File: config.mk
export PLATFORM = sky130hd
export DESIGN_NAME = imem_load_ctrl
export DESIGN_NICKNAME = d
export VERILOG_FILES = /design/src/rtl/imem_load_ctrl.sv
export SDC_FILE = /design/constraint.sdc
export NUM_CORES = 1
export LEC_CHECK = 0
export CAP_MARGIN = 20
export CORE_ASPECT_RATIO = 0.7
export CORE_UTILIZATION = 49
export CTS_CLUSTER_DIAMETER = 50
export DETAILED_ROUTE_END_ITERATION = 8
export GPL_TIMING_DRIVEN = 0
export PLACE_DENSITY = 0.84
export SETUP_SLACK_MARGIN = 0.15
export SYNTH_ARGS = -nofsm -noshare
export SYNTH_HDL_FRONTEND = slang
export SYNTH_SLANG_ARGS = --single-unit
File: constraint.sdc
create_clock -name clk -period 3.6 [get_ports clk]
set_clock_uncertainty 0.05 [all_clocks]
set_input_delay 0.36 -clock clk [delete_from_list [all_inputs] [get_ports clk]]
set_output_delay 0.36 -clock clk [all_outputs]
set_load 0.005 [all_outputs]
File: src/rtl/imem_load_ctrl.sv
// imem_load_ctrl
//   Boot-time sequencer for the instruction memory. A loader streams N words
//   over a valid/ready handshake. Each word is written from word 0 upward and
//   added into a running checksum. The image is then read back to confirm the
//   checksum, and the CPU is released. Once the CPU runs, it owns the read port.
// Ports
//   clk, rst_n            clock, async active-low reset
//   start, num_words      begin-load pulse and image length (sampled on start)
//   ld_valid/ld_ready/ld_data   loader word stream
//   mem_we/mem_waddr/mem_wdata  memory write port (byte addresses)
//   mem_raddr/mem_rdata   memory read port (rdata combinational from raddr)
//   cpu_pc/cpu_instr/cpu_run    CPU fetch interface and enable
//   done, err, checksum   verify-pass pulse, sticky error, sum of loaded words
module imem_load_ctrl #(
  parameter int                 WIDTH = 32,
  parameter int                 DEPTH = 1024,
  parameter logic [WIDTH-1:0]   NOP   = 32'h00000013,
  localparam int                AW    = $clog2(DEPTH)
) (
  input  logic             clk,
  input  logic             rst_n,
  input  logic             start,
  input  logic [AW:0]      num_words,
  input  logic             ld_valid,
  input  logic [WIDTH-1:0] ld_data,
  output logic             ld_ready,
  output logic             mem_we,
  output logic [WIDTH-1:0] mem_waddr,
  output logic [WIDTH-1:0] mem_wdata,
  output logic [WIDTH-1:0] mem_raddr,
  input  logic [WIDTH-1:0] mem_rdata,
  input  logic [WIDTH-1:0] cpu_pc,
  output logic [WIDTH-1:0] cpu_instr,
  output logic             cpu_run,
  output logic             done,
  output logic             err,
  output logic [WIDTH-1:0] checksum
);

  typedef enum logic [2:0] {IDLE, LOAD, VERIFY, RUN, ERROR} state_e;

  state_e           state_q, state_d;
  logic [AW:0]      n_q, n_d;
  logic [AW:0]      wcnt_q, wcnt_d;
  logic [AW:0]      rcnt_q, rcnt_d;
  logic [WIDTH-1:0] checksum_q, checksum_d;
  logic [WIDTH-1:0] vsum_q, vsum_d;
  logic             err_q, err_d;

  logic bad_len;
  assign bad_len = (num_words == '0) || (num_words > (AW+1)'(DEPTH));

  always_comb begin
    state_d    = state_q;
    n_d        = n_q;
    wcnt_d     = wcnt_q;
    rcnt_d     = rcnt_q;
    checksum_d = checksum_q;
    vsum_d     = vsum_q;
    err_d      = err_q;
    ld_ready   = 1'b0;
    mem_we     = 1'b0;
    mem_waddr  = '0;
    mem_wdata  = '0;
    mem_raddr  = cpu_pc;
    cpu_instr  = NOP;
    cpu_run    = 1'b0;
    done       = 1'b0;

    unique case (state_q)
      IDLE, RUN, ERROR: begin
        if (state_q == RUN) begin
          cpu_instr = mem_rdata;
          cpu_run   = 1'b1;
        end
        if (start) begin
          if (bad_len) begin
            state_d = ERROR;
            err_d   = 1'b1;
          end else begin
            state_d    = LOAD;
            n_d        = num_words;
            wcnt_d     = '0;
            rcnt_d     = '0;
            checksum_d = '0;
            vsum_d     = '0;
            err_d      = 1'b0;
          end
        end
      end
      LOAD: begin
        ld_ready  = 1'b1;
        mem_waddr = WIDTH'({wcnt_q, 2'b00});
        if (ld_valid) begin
          mem_we     = 1'b1;
          mem_wdata  = ld_data;
          checksum_d = checksum_q + ld_data;
          wcnt_d     = wcnt_q + 1'b1;
          if (wcnt_q == n_q - 1'b1) state_d = VERIFY;
        end
      end
      VERIFY: begin
        mem_raddr = WIDTH'({rcnt_q, 2'b00});
        if (rcnt_q != n_q) begin
          vsum_d = vsum_q + mem_rdata;
          rcnt_d = rcnt_q + 1'b1;
        end else if (vsum_q == checksum_q) begin
          // rcnt has run past the last word: this is the compare cycle
          done    = 1'b1;
          state_d = RUN;
        end else begin
          err_d   = 1'b1;
          state_d = ERROR;
        end
      end
      default: state_d = IDLE;
    endcase
  end

  assign err      = err_q;
  assign checksum = checksum_q;

  always_ff @(posedge clk or negedge rst_n) begin
    if (!rst_n) begin
      state_q    <= IDLE;
      n_q        <= '0;
      wcnt_q     <= '0;
      rcnt_q     <= '0;
      checksum_q <= '0;
      vsum_q     <= '0;
      err_q      <= 1'b0;
    end else begin
      state_q    <= state_d;
      n_q        <= n_d;
      wcnt_q     <= wcnt_d;
      rcnt_q     <= rcnt_d;
      checksum_q <= checksum_d;
      vsum_q     <= vsum_d;
      err_q      <= err_d;
    end
  end

endmodule

==> reports/qor.csv <==
stage,metric,value,unit
grt,largest net degree at the start of global routing,59,
cts,clock root buffer,clkbuf_16,
power_and_ir_drop,maximum vdd drop,335,µV
worst_setup_path,worst endpoint required time,3760,ps
floorplanning,Die X,164,µm
flow_run,MaxCap Viol Count,0,
worst_hold_path,HP Class,primary input to register,
layout,fin cells,1603,
power_and_ir_drop,Leakage Power,5.59,nW
layout,nets@finish,1539,
worst_hold_path,hold path endpoint,vsum_q[0],
detailed_routing,1st-iter DRT viols,805,
logic_synthesis,post-synth top area cell,dfrtp_1,
logic_synthesis,"Warnings, synthesis",0,
sta,Fmax,294,MHz
detailed_routing,Final ANT Viol Nets,0,
worst_setup_path,Worst Setup SP,state_q[1],
power_and_ir_drop,Pwr Total,0.00883,W
logic_synthesis,distinct cell type count after synthesis,74,
sta,post-route minimum period,3400,ps
logic_synthesis,Post-synth ARST share,100,%
grt,GR Overflow Total,0,
detailed_routing,drt drc,0,
status,outcome,finished clean,
cts,Max Buffers Root-to-Sink,2,
place,Inst Count DP,1582,
sta,"Setup violations, final",0,
sta,period utilization,94.5,%
logic_synthesis,main flop type after synthesis,dfrtp_1,
worst_setup_path,Worst R2R Setup Slack,200,ps
logic_synthesis,Post-synth top cells,"nand2_1 (113), dfrtp_1 (101), xnor2_1 (74)",
logic_synthesis,Mapped Avg Cell Area,8.45,µm²
logic_synthesis,post-synth top area share,27.9,%
worst_hold_path,Hold Path Stages,4,
floorplanning,Vert. Die Dim,116,µm
cts,CTS H-Tree Depth,3,
layout,share of cells above drive strength 1,7.32,%
grt,All-Layer GR Usage,32.8,%
power_and_ir_drop,P per Cell Area,710,nW/µm²
detailed_routing,Via-to-Cell Ratio,5.84,
logic_synthesis,top-count cell post-synth,nand2_1,
floorplanning,core footprint,18100,µm²
logic_synthesis,"EDFF count, synth",0,
logic_synthesis,Mapped Area,9050,µm²
place,# port buffers,254,
grt,vias in the first global route,8649,
floorplanning,Initial Utilization,50.1,%
worst_setup_path,Crit. End Element,register,
grt,global-route wire length before repair,47100,µm
detailed_routing,vias,9368,
worst_setup_path,CP Max Fanout,10,
worst_setup_path,Crit Path Class,register to register,
sta,"Hold Vio Cnt, Final",0,
cts,CTS Sinks,101,
logic_synthesis,sequential element share of the synthesized area,27.9,%
cts,clk_lat worst skew,370,ps
worst_setup_path,crit start category,register,
place,DPL Wire Length,24800,µm
place,GPL Wtd Cong,0.973,
worst_setup_path,worst-case reg-to-reg path depth,7,
sta,Slew Limit Fails,0,
logic_synthesis,"top cells by area, synth","dfrtp_1 (28%), ha_1 (9.0%), xnor2_1 (7.2%)",
detailed_routing,DR WL/cell,19.6,µm
layout,Syn-to-layout area delta,37.4,%
logic_synthesis,"flops & latches, synth",101,
sta,Slew headroom,49.4,%
worst_hold_path,Worst Hold Launch,mem_rdata[0],
floorplanning,Rows,41,
floorplanning,# IOs,276,
floorplanning,full die area,19000,µm²
logic_synthesis,Syn Inst Count,1071,
cts,clock-pin slew of the registers on the worst-case setup and hold paths,80,ps
cts,CTS Buf Count,9,
detailed_routing,1st-pass router iterations,8,
grt,initial antenna violation count,1,
sta,worst slew pin tran,756,ps
sta,Hold Slack,455,ps
cts,clock tree from TritonCTS,built,
worst_setup_path,worst reg2reg path endpoint,checksum[20],
sta,RSZ-0062 raised after global routing,true,
worst_setup_path,"Data arrival, critical path",3560,ps
detailed_routing,Post-Route WL,31500,µm
worst_setup_path,RR Startpoint,state_q[1],
## per-layer routing
metal / vias up / track usage [%] / wire (µm)
met2: 526 / 51.6 / 14000
met5: - / 0 / 0
met3: 49 / 8.77 / 3660
li1: 4416 / - / -
met1: 4377 / 44.5 / 13200
met4: 0 / 9.36 / 660
## area by class of cell
type	count	area [µm²]
clock inverters	7	138
well taps	236	295
inverters	27	104
fillers	1449	5620
clock buffers	9	225
plain buffers	73	402
multi-input cells	890	6140
diodes	1	2.50
repair buffers	259	2600
flip-flops and latches	101	2530
## state kept, by name (all words and copies together), names as in the netlist
signal and flops:
err 1, vsum_q 32, wcnt_q 11, state_q 3, rcnt_q 11, n_q 11, checksum 32
## worst max-delay path by stage
stage / end / slack (ps) / depth (start not counted)
final: checksum[20] / 200 / 7
after global routing: vsum_q[9] / 120 / 7
after CTS: mem_wdata[31] / 150 / 9
after detailed placement: vsum_q[30] / -470 / 12
after global placement: vsum_q[18] / -1940 / 1
after floorplan: vsum_q[30] / 650 / 11
## per-stage QoR
stage	setup slack [ps]	instance area, µm²	setup TNS (ps)	util [%]
2_1_floorplan	648	9120	0	-
5_1_grt	118	12400	0	68.9
4_1_cts	155	12400	0	68.6
3_5_place_dp	-467	12000	-1600	66.4
6_report	198	12400	0	68.9
3_3_place_gp	-1940	12000	-197200	66.2
## layout by cell type, fill, tap and decap left out, types with 14 or more instances in the layout
cell type        netlist  final
clkbuf_1              42     39
clkdlybuf4s50_1        0    252
nand2_1              113    113
a21o_1                29     29
dfrtp_1              101    101
inv_1                 25     25
mux2_2                22     22
ha_1                  65     64
xnor2_1               74     74
conb_1                 1     21
nand4_1               19     19
nand3_1               17     17
xor2_1                51     51
nor2_1                59     59
buf_4                 21     25
nor3_1                14     14
nor2b_1               24     24
and2_1                14     14
a21oi_1               57     56
o21ai_0               68     67
o22ai_1               27     27
and3_1                71     71
## power by group
group	switching, W	total, W	leakage [nW]	internal, W
combinational	0.00283	0.00543	4.08	0.00260
sequential	0.000659	0.00219	1.33	0.00153
clock	0.000465	0.00121	0.175	0.000748
total	0.00395	0.00883	5.59	0.00488
## cell families after synthesis
group / Yosys count / share of synthesized area, %
flops: 101 / 27.9
compound gates: 278 / 21.0
mux: 25 / 3.07
fa+ha+maj: 67 / 9.43
simple gates: 374 / 21.0
buf+inv: 100 / 5.48
xor+xnor: 125 / 12.1
other cells: 1 / 0.0414
## what timing repair did
action,CTS,global route
buffers inserted,1,2
hold buffers,1,0
pin swaps,3,5
setup endpoints to repair,14,15
gates resized for setup,6,9
hold endpoints to repair,9,0
## critical path, stage by stage (launching register included)
cell and delay (ps):
dfrtp_1 320, buf_2 180, nor2b_1 540, and2_1 520, o211a_1 360, clkbuf_1 510
buf_1 640, o22ai_1 130
(Power assumes the default switching activity.)
